--- src/rtl/mac_dot_sequencer.sv ---
// Streams operand pairs through one shared multiplier and an accumulator to form unsigned dot products.
// Optional: define MAC_SEQ_SAT_EN for a saturating accumulate with a sticky o_Sat flag.
module mac_dot_sequencer #(
   parameter int  DATA_W  = 16,
   parameter int  ACC_W   = 32,
   parameter int  MAX_LEN = 8,
   localparam int CNT_W   = $clog2(MAX_LEN + 1)
) (
   input  logic              i_Clk,
   input  logic              i_Rst_L,
   input  logic [DATA_W-1:0] i_x,
   input  logic [DATA_W-1:0] i_y,
   input  logic              i_Valid,
   input  logic              i_Last,
   output logic              o_Ready,
   input  logic              i_Abort,
   output logic [ACC_W-1:0]  o_Sum,
   output logic [CNT_W-1:0]  o_Count,
   output logic              o_Trunc,
   output logic              o_Sat,
   output logic              o_Out_Valid,
   input  logic              i_Out_Ready
);
   typedef enum logic [1:0] {IDLE, RUN, DRAIN, DONE} state_t;

   typedef struct packed {
      logic                first;
      logic                trunc;
      logic [2*DATA_W-1:0] prod;
   } s1_t;

   // bit 0: product registered, bit 1: product accumulated
   localparam int STAGES = 1;

   state_t           state, state_nxt;
   logic [STAGES:0]  vld_pipe, lst_pipe;
   s1_t              s1;
   logic [CNT_W-1:0] issue_cnt, cnt_base, acc_cnt;
   logic [ACC_W-1:0] acc, acc_nxt, prod_ext;
   logic             accept, is_last, trunc_hit, trunc_r;

   assign o_Ready     = (state == IDLE || state == RUN) && !i_Abort;
   assign accept      = i_Valid && o_Ready;
   assign o_Out_Valid = (state == DONE);
   assign o_Sum       = acc;
   assign o_Count     = acc_cnt;
   assign o_Trunc     = trunc_r;

   // Issue count runs ahead of the accumulated count, so the length cap is judged at accept time.
   assign cnt_base  = (state == IDLE) ? '0 : issue_cnt;
   assign trunc_hit = (cnt_base == CNT_W'(MAX_LEN - 1)) && !i_Last;
   assign is_last   = i_Last || trunc_hit;
   assign prod_ext  = ACC_W'(s1.prod);

   always_comb begin
      state_nxt = state;
      if (i_Abort) begin
         state_nxt = IDLE;
      end else begin
         case (state)
            IDLE:    if (accept) state_nxt = is_last ? DRAIN : RUN;
            RUN:     if (accept && is_last) state_nxt = DRAIN;
            DRAIN:   if (vld_pipe[STAGES] && lst_pipe[STAGES]) state_nxt = DONE;
            DONE:    if (i_Out_Ready) state_nxt = IDLE;
            default: state_nxt = IDLE;
         endcase
      end
   end

`ifdef MAC_SEQ_SAT_EN
   logic             sat_r, sat_nxt;
   logic [ACC_W:0]   acc_sum;

   assign acc_sum = {1'b0, acc} + {1'b0, prod_ext};

   always_comb begin
      acc_nxt = acc_sum[ACC_W-1:0];
      sat_nxt = sat_r;
      if (s1.first) begin
         acc_nxt = prod_ext;
         sat_nxt = 1'b0;
      end else if (acc_sum[ACC_W]) begin
         acc_nxt = '1;
         sat_nxt = 1'b1;
      end
   end

   always_ff @(posedge i_Clk or negedge i_Rst_L) begin
      if (!i_Rst_L)                     sat_r <= 1'b0;
      else if (vld_pipe[0] && !i_Abort) sat_r <= sat_nxt;
   end

   assign o_Sat = sat_r;
`else
   always_comb begin
      acc_nxt = s1.first ? prod_ext : acc + prod_ext;
   end

   assign o_Sat = 1'b0;
`endif

   always_ff @(posedge i_Clk or negedge i_Rst_L) begin
      if (!i_Rst_L) begin
         state     <= IDLE;
         vld_pipe  <= '0;
         lst_pipe  <= '0;
         s1        <= '0;
         issue_cnt <= '0;
         acc       <= '0;
         acc_cnt   <= '0;
         trunc_r   <= 1'b0;
      end else begin
         state <= state_nxt;
         if (i_Abort) begin
            vld_pipe <= '0;
            lst_pipe <= '0;
         end else begin
            vld_pipe <= {vld_pipe[STAGES-1:0], accept};
            lst_pipe <= {lst_pipe[STAGES-1:0], accept && is_last};
         end
         if (accept) begin
            s1.first  <= (state == IDLE);
            s1.trunc  <= trunc_hit;
            s1.prod   <= {{DATA_W{1'b0}}, i_x} * {{DATA_W{1'b0}}, i_y};
            issue_cnt <= cnt_base + CNT_W'(1);
         end
         if (vld_pipe[0] && !i_Abort) begin
            acc     <= acc_nxt;
            acc_cnt <= s1.first ? CNT_W'(1) : acc_cnt + CNT_W'(1);
            trunc_r <= s1.trunc;
         end
      end
   end
endmodule

--- config.mk ---
export PLATFORM = sky130hd
export DESIGN_NAME = mac_dot_sequencer
export DESIGN_NICKNAME = d
export VERILOG_FILES = /design/src/rtl/mac_dot_sequencer.sv
export SDC_FILE = /design/constraint.sdc
export NUM_CORES = 1
export LEC_CHECK = 0
export ABC_AREA = 1
export BUFFER_PORTS_ARGS = -buffer_cell sky130_fd_sc_hd__buf_2
export CAP_MARGIN = 15
export CORE_UTILIZATION = 59
export CTS_BUF_LIST = sky130_fd_sc_hd__clkbuf_8
export DETAILED_ROUTE_END_ITERATION = 12
export GPL_TIMING_DRIVEN = 0
export PLACE_DENSITY = 0.8
export SLEW_MARGIN = 10
export SYNTH_ARGS = -nofsm -noshare
export SYNTH_HDL_FRONTEND = slang
export SYNTH_SLANG_ARGS = --single-unit
export TNS_END_PERCENT = 30
--- constraint.sdc ---
create_clock -name i_Clk -period 1.8 [get_ports i_Clk]
set_clock_uncertainty 0.1 [all_clocks]
set_input_delay 0.09 -clock i_Clk [delete_from_list [all_inputs] [get_ports i_Clk]]
set_output_delay 0.09 -clock i_Clk [all_outputs]
set_load 0.05 [all_outputs]
---- After elaboration in Yosys (flattened, before gate mapping) ----
Cells that the tools add are included.
word-level totals
  register bits after elaboration ......... 81
  bits of input ports ..................... 38
  output and inout port bits .............. 40
  logic and storage cells ................. 46
operators by class
  add/subtract/negate cells ............... 3
  multiply operators ...................... 1
  eq/ne operators ......................... 8
  multiplexer cells ....................... 12
  reduce and logical (&&, ||, !) cells .... 12
operator list
  cell                   number
  $add A32 B32 Y32       1
  $mul A16 B16 Y32       1
  $mux W32               1
  $mux W2                8
  $add A4 B1 Y4 const B  2
  $mux W4                2
  $pmux W2 S4            1
  $logic_and A1 B1 Y1    6
  $ne A3 B2 Y1 const B   2
  $ne A3 B3 Y1 const B   2
  $eq A2 B2 Y1 const B   2
  $eq A4 B3 Y1 const B   1
  $reduce_and A4 Y1      1
  $eq A2 B1 Y1 const B   1
  $logic_not A1 Y1       2
  $logic_not A2 Y1       1
  $logic_or A1 B1 Y1     2

---- Longest topological paths before layout ----
Gate-level depths: netlist (run 1).
  depth in word-level cells ............... 9
  gate-level depth with buffers ........... 26
  gate-level depth less buffers ........... 24

---- Least setup slack after synthesis (run 1) ----
Ideal clock, no wire load.
  kind .................................... input-to-reg
  from .................................... input port i_x[7]
  to ...................................... register s1 (netlist bit prod_ext[26])
  library setup time ...................... 0.117 ns
  arrival ................................. 4.920 ns
  data required time ...................... 1.583 ns
  slack ................................... -3.337 ns
  stages on the path ...................... 22
  path buffers ............................ 2
  path through ............................ clkbuf_1 -> clkbuf_1 -> nand2_1 -> fa_1 -> inv_1 -> fa_1 -> inv_1 -> fa_1 -> inv_1 -> fa_1 -> fa_1 -> inv_1 -> fa_1 -> inv_1 -> ha_1 -> nand2_1 -> nor4_1 -> nand3_1 -> nand3_1 -> nand2_1 -> nand3_1 -> nand2_1
on the way
  word-level cells in the longest chain between the ends .. 1
RTL lines
  element           RTL line  source
  from (decl)       11        input logic [DATA_W-1:0] i_x,
  $mul A16 B16 Y32  124       s1.prod <= {{DATA_W{1'b0}}, i_x} * {{DATA_W{1'b0}}, i_y};
  to (decl)         37        s1_t s1;
No other way between the ends.
A chain may end at the register's enable or synchronous reset.

---- Worst setup path in the final report (run 1) ----
  from .................................... input port i_x[10]
  to ...................................... register s1 (netlist bit prod_ext[27])
Same word-level chain as after synthesis.

==> run summary, run 1 <==
Minimum clock period = 4.846 ns
Synth area leader = fa_1
Clk sinks = 81
Post-synthesis cell area = 0.01484 mm²
Die Y = 160.6 µm
Seq/Total Area, Yosys = 13.66%
Post-placement cell area = 0.01623 mm²
WS Path Type = input pin to flop
Wire per inst = 19.34 µm
Max Clock Freq = 206.3 MHz
Core ar. = 0.02446 mm²
Synth area leaders = fa_1 (26%), nand2_1 (19%), dfrtp_1 (14%)
Synthesized area per cell = 6.850 µm²
Post-synth EDFFs = 0
Worst setup margin = -3.046 ns
Final hold vios = 0
Worst slew margin = 61.67%
Hold slack final = 0.03741 ns
Die Width = 160.6 µm
Pre-antenna DRT Iters = 6
CTS tree = done
Io pins = 78
Layout area overhead = 28.25%
Ys flop type = dfrtp_1
Antenna violations before repair = 0
Number of synthesized register bits = 81
Failing checks = negative setup slack
Crit path capture type = flop
Tot GR Track Use = 38.03%
Distinct cells, synth = 39
CP arrival = 5.04 ns
Port Buffer Count = 44
Required @ worst endpoint = 1.99 ns
Gpl congestion = 0.9958
Largest net degree at the start of global routing = 58
Count leader, synth = nand2_1
Clk pin slew, worst setup/hold paths = 0.10 ns
First-pass GRT wire length = 75840 µm
Synth cell count leaders = nand2_1 (760), inv_1 (507), fa_1 (195), ha_1 (141), nor2_1 (88)
Inst Count DP = 2535
Crit start category = input pin
Drt first-iter violations = 1464
Syn Nets = 2540
Grt ovf = 0
Yosys warnings = 0
DRC violations left = 0
Final WL = 50910 µm
Drt via density = 5.650
Starting density of the core = 60.65%
Die area = 0.02579 mm²
Maxcap violations = 0
Final Cycle Share = 269.2%
Final instance area = 0.01903 mm²
Non-Filler Instances = 2632
Max Slew Vio Count = 0
RSZ-0062 raised after global routing = true
Mapped Cells = 2166
Final-stage net count = 2677
Root Buffer = clkbuf_8
Setup violators final = 53
Post-synth top area share = 26.31%
Vias in the first global route = 15070
Row count = 57
Via Count = 14870
Clk buf depth = 2
CTS buffer count = 9
H-tree Lvls = 3
Layout cells sized above 1 = 22.05%
Worst Max-Slew Pin Slew = 0.5750 ns
Ys async rst share = 100.0%
Hold Path Class = input pin to asynchronous set/reset pin
Outcome = complete, but fails checks
Worst-skew pair later-pin latency = 0.39 ns
Hpwl dp = 36390 µm
Post-detailed-route count of antenna-violating nets = 0
Max Fanout on Critical Path = 6
Final antenna diode count = 0
final cells by class:
cell class,count,area (µm²)
clock buffer,9,123.9
buffer,84,1333
inverter,522,1966
tap,324,405.4
multi-input combinational,1479,12150
fill,1622,5434
timing repair buffer,126,940.9
sequential,81,2029
clock inverter,7,76.32
state kept, by name, indices dropped and copies added (netlist names):
register   count
prod_ext      32
lst_pipe       2
state          2
o_Sum         32
o_Trunc        1
o_Count        4
vld_pipe       2
issue_cnt      4
s1             2
worst paths after layout:
path,start,endpoint,slack [ns],cells after the start
hold / removal,i_Rst_L,o_Sum[5],0.04,2
hold reg to reg,lst_pipe[0],lst_pipe[1],0.39,2
setup reg to reg,prod_ext[0],o_Sum[16],-0.38,13
setup / recovery,i_x[10],prod_ext[27],-3.05,22
max in group asynchronous,i_Rst_L,prod_ext[9],0.95,3
min in group i_Clk,i_Valid,issue_cnt[3],0.04,4
layout by cell type, fill, tap and decap left out, drive strengths merged, types with 3 or more instances in the layout:
| cell | count |
|---|---|
| nand2 | 764 |
| inv | 525 |
| fa | 195 |
| ha | 141 |
| buf | 139 |
| nor2 | 90 |
| nand3 | 87 |
| dfrtp | 81 |
| clkbuf | 77 |
| a21oi | 69 |
| o21ai | 61 |
| xor2 | 12 |
| xnor2 | 11 |
| nand3b | 7 |
| nand4 | 7 |
| o22ai | 6 |
| o21bai | 5 |
| nor4 | 4 |
| clkinv | 4 |
| nor3 | 3 |
| o211ai | 3 |
| a31oi | 3 |
| o221ai | 3 |
| dlygate4sd3 | 3 |
| or2 | 3 |
critical path: stages:
cell       delay [ns]
clkbuf_16        0.13
clkbuf_16        0.16
nand2_2          0.12
fa_2             0.49
fa_1             0.59
inv_2            0.05
fa_1             0.51
inv_1            0.06
fa_1             0.53
fa_2             0.46
fa_1             0.53
inv_2            0.05
ha_4             0.28
a21oi_4          0.20
o21ai_2          0.09
buf_4            0.14
nand2_2          0.05
nand2_2          0.07
nand2_2          0.09
nand4_1          0.15
nand3_4          0.12
nand2_2          0.05
per-layer routing:
metal	up-vias	GRT usage, %	routed length (µm)
met2	909	65.76	24010
met5	-	0	0
met4	0	27.62	4812
met1	6968	42.37	17560
li1	6655	-	-
met3	340	6.431	4526
stage by stage:
stage	worst slack, ns	TNS, ns	utilization (%)
after floorplan	-2.948	-81.68	-
after global placement	-3.798	-106.76	66.21
after detailed placement	-3.841	-105.22	66.33
after CTS	-2.891	-74.81	74.97
after global routing	-3.188	-85.43	77.79
final	-3.046	-79.35	77.79
what timing repair did:
item                                    in CTS  in global routing
gates resized for setup                    250                148
hold buffers                                 3                  0
setup buffers                               52                 24
gates cloned                                 2                  1
endpoints found under the hold margin       86                  0
pin swaps                                   74                 81
endpoints found under the setup margin      65                 66
kinds of logic (layout without fill, tap and decap cells):
kind of cell | Yosys count | in the layout | share of synthesized area [%]
xor+xnor | 23 | 23 | 1.358
other cells | 1 | 1 | 0.02528
buf+inv | 606 | 748 | 15.42
simple gates | 966 | 966 | 25.80
compound gates | 153 | 153 | 5.532
fa+ha+maj | 336 | 336 | 38.20
flops | 81 | 81 | 13.66
Power of run 1 is not shown: default switching activity piles up to over one toggle a cycle in this logic, so the estimate is an artifact.
==> run 2: changes to the inputs <==
Settings changed: ABC_AREA 1 to unset, CORE_ASPECT_RATIO set to 0.6, CTS_CLUSTER_SIZE set to 24, PLACE_DENSITY 0.8 to 0.81.
==> run 2 against run 1 <==
Effect of this change:
- the run still ends with negative setup slack left
- synthesized cell count decreased by 28%
- non-clock buffer count increased by 7
- synthesized area decreased by 8.9%
- sequential share of layout area increased by 1.3 points
- sequential cell count unchanged
==> run summary, run 2 <==
Antenna violations before repair = 0
Synthesized area per cell = 8.650 µm²
Root Buffer = clkbuf_8
Register area = 0.002029 mm²
Grt ovf = 0
Die area = 0.02354 mm²
Required @ worst endpoint = 1.95 ns
Synth area leader = fa_1
Post-synth EDFFs = 0
Syn Nets = 1937
R2R depth = 10
Clk sinks = 81
Synth area leaders = fa_1 (29%), dfrtp_1 (15%), ha_1 (13%)
Ys async rst share = 100.0%
Port Buffer Count = 76
Maxcap violations = 0
Source of the worst hold timing path = i_Abort
# fillers = 1448
Hpwl dp = 31150 µm
H-tree Lvls = 3
Max Slew Vio Count = 0
Wire per inst = 21.31 µm
Setup violators final = 65
Layout area overhead = 25.83%
Worst setup margin = -3.612 ns
Drt via density = 6.107
Number of synthesized register bits = 81
Final Cycle Share = 300.7%
Final WL = 43400 µm
Crit-path max cell delay = 0.50 ns
Mapped Cells = 1563
Inst Count DP = 1948
First-pass GRT wire length = 64230 µm
Distinct cells, synth = 59
R2R setup slack = -1.16 ns
Most frequent cells in the layout = nand2_1 (237), inv_1 (214), fa_1 (185)
Max Fanout on Critical Path = 10
Core ar. = 0.02228 mm²
Post-synthesis cell area = 0.01352 mm²
Final antenna diode count = 0
Clk buf depth = 2
Die Y = 119.3 µm
Outcome = complete, but fails checks
Failing checks = negative setup slack
Die Width = 197.4 µm
DRC violations left = 0
Io pins = 78
Starting density of the core = 60.67%
Clk pin slew, worst setup/hold paths = 0.08 ns
Max Clock Freq = 184.8 MHz
Worst hold endpoint = lst_pipe[0]
Worst slew margin = 57.79%
Post-detailed-route count of antenna-violating nets = 0
Crit-path most repeated cell = fa_1
WS Path Type = input pin to flop
Final hold vios = 0
Area of the multi-input gates = 0.01137 mm²
Row count = 42
Final-stage net count = 2098
CTS buffer count = 9
Via Count = 12440
Worst-skew pair later-pin latency = 0.38 ns
Gpl congestion = 1.037
Hold Path Class = input pin to flop
Ys flop type = dfrtp_1
Minimum clock period = 5.412 ns
Count leader, synth = nand2_1
CP startpoint = i_x[3]
Synth cell count leaders = nand2_1 (251), inv_1 (229), fa_1 (195), ha_1 (141), and2_1 (114)
Worst Max-Slew Pin Slew = 0.6331 ns
Non-Filler Instances = 2037
Crit path cell chain = buf_4, clkbuf_8, nand2_1, fa_1, inv_1, fa_1, inv_1, fa_1, inv_1, fa_1, fa_1, inv_1, fa_1, inv_2, ha_4, and3_4, o211ai_1, a211o_4, a31oi_4, o21ai_2, a31oi_1, xnor2_1, o21ai_1
R2r endpoint = o_Sum[28]
Pre-antenna DRT Iters = 7
Yosys warnings = 0
Place WS = -4.303 ns
Tot GR Track Use = 35.78%
Reg-to-reg startpoint = o_Sum[15]
Crit start category = input pin
CP arrival = 5.57 ns
Hold depth = 4
Hold slack final = 0.09060 ns
Vias in the first global route = 12080
Seq/Total Area, Yosys = 14.99%
RSZ-0062 raised after global routing = true
Largest net degree at the start of global routing = 49
Crit path capture type = flop
Drt first-iter violations = 1273
CTS tree = done
Slowest-stage cell, CP = fa_1
Commonest non-fill, non-tap cell in the layout = nand2_1
Post-synth top area share = 28.88%
Layout cells sized above 1 = 22.04%
-- run 2: changes by cell type after synthesis, sizes merged, moves of 28 or more --
| cell | change |
|---|---|
| nand3 | -59 |
| nand2 | -513 |
| nor2 | -38 |
| and2 | +113 |
| a21o | +28 |
| inv | -291 |
-- run 2: repair_timing --
item,4_1_cts,5_1_grt
buffers inserted,49,23
hold endpoints to repair,86,0
endpoints found under the setup margin,80,80
resized for setup,227,131
gates cloned,1,0
pin swaps,74,55
hold buffers,4,0
-- run 2: worst max path at each step --
stage	endpoint	slack, ns	depth (start not counted)
after global routing	prod_ext[31]	-3.70	23
after global placement	prod_ext[28]	-4.27	22
after CTS	prod_ext[28]	-3.54	21
after floorplan	prod_ext[28]	-3.57	21
after detailed placement	prod_ext[31]	-4.30	21
final	prod_ext[31]	-3.61	23
-- run 2: kinds of logic (layout without fill, tap and decap cells) --
group                    Yosys count  in the layout  synth area share (%)
buffers and inverters            296            462                 8.255
AND/OR/NAND/NOR                  525            525                 18.42
AO/OA/AOI/OAI                    266            266                 12.48
flip-flops                        81             81                 14.99
adder cells (fa/ha/maj)          336            336                 41.92
XOR/XNOR                          42             42                 2.721
other                              1              1               0.02774
multiplexers                      16             16                 1.185
-- run 2: area by class of cell --
cell class | instances | area share [%]
multi-input cells | 1186 | 66.85
flip-flops and latches | 81 | 11.93
repair buffers | 152 | 7.671
inverters | 229 | 5.053
plain buffers | 65 | 5.016
well taps | 308 | 2.265
clock buffers | 11 | 0.8900
clock inverters | 5 | 0.3236
-- run 2: routing by layer --
metal	track usage, %	vias up	routed length (µm)
met3	10.34	156	5142
met4	8.915	0	1382
met5	0	-	0
met2	51.89	761	19140
met1	52.31	6157	17740
li1	-	5366	-
-- run 2: per-stage QoR --
step	utilization (%)	cell area, µm²	TNS (ns)
floorplan	-	13880	-107.75
global placement	65.74	14650	-134.40
detailed placement	65.87	14680	-132.61
CTS	73.40	16350	-100.56
global route	76.35	17010	-110.21
finish	76.35	17010	-102.98
-- run 2: critical path, delay by kind of cell --
kind                       cells  cell delay [ns]
and+or+nand+nor                2             0.28
buffers and inverters          7             0.79
AOI/OAI and AO/OA              6             1.17
adders and majority gates      7             3.02
xor gates and xnor gates       1             0.19
Power of run 2 is left out for the same reason.
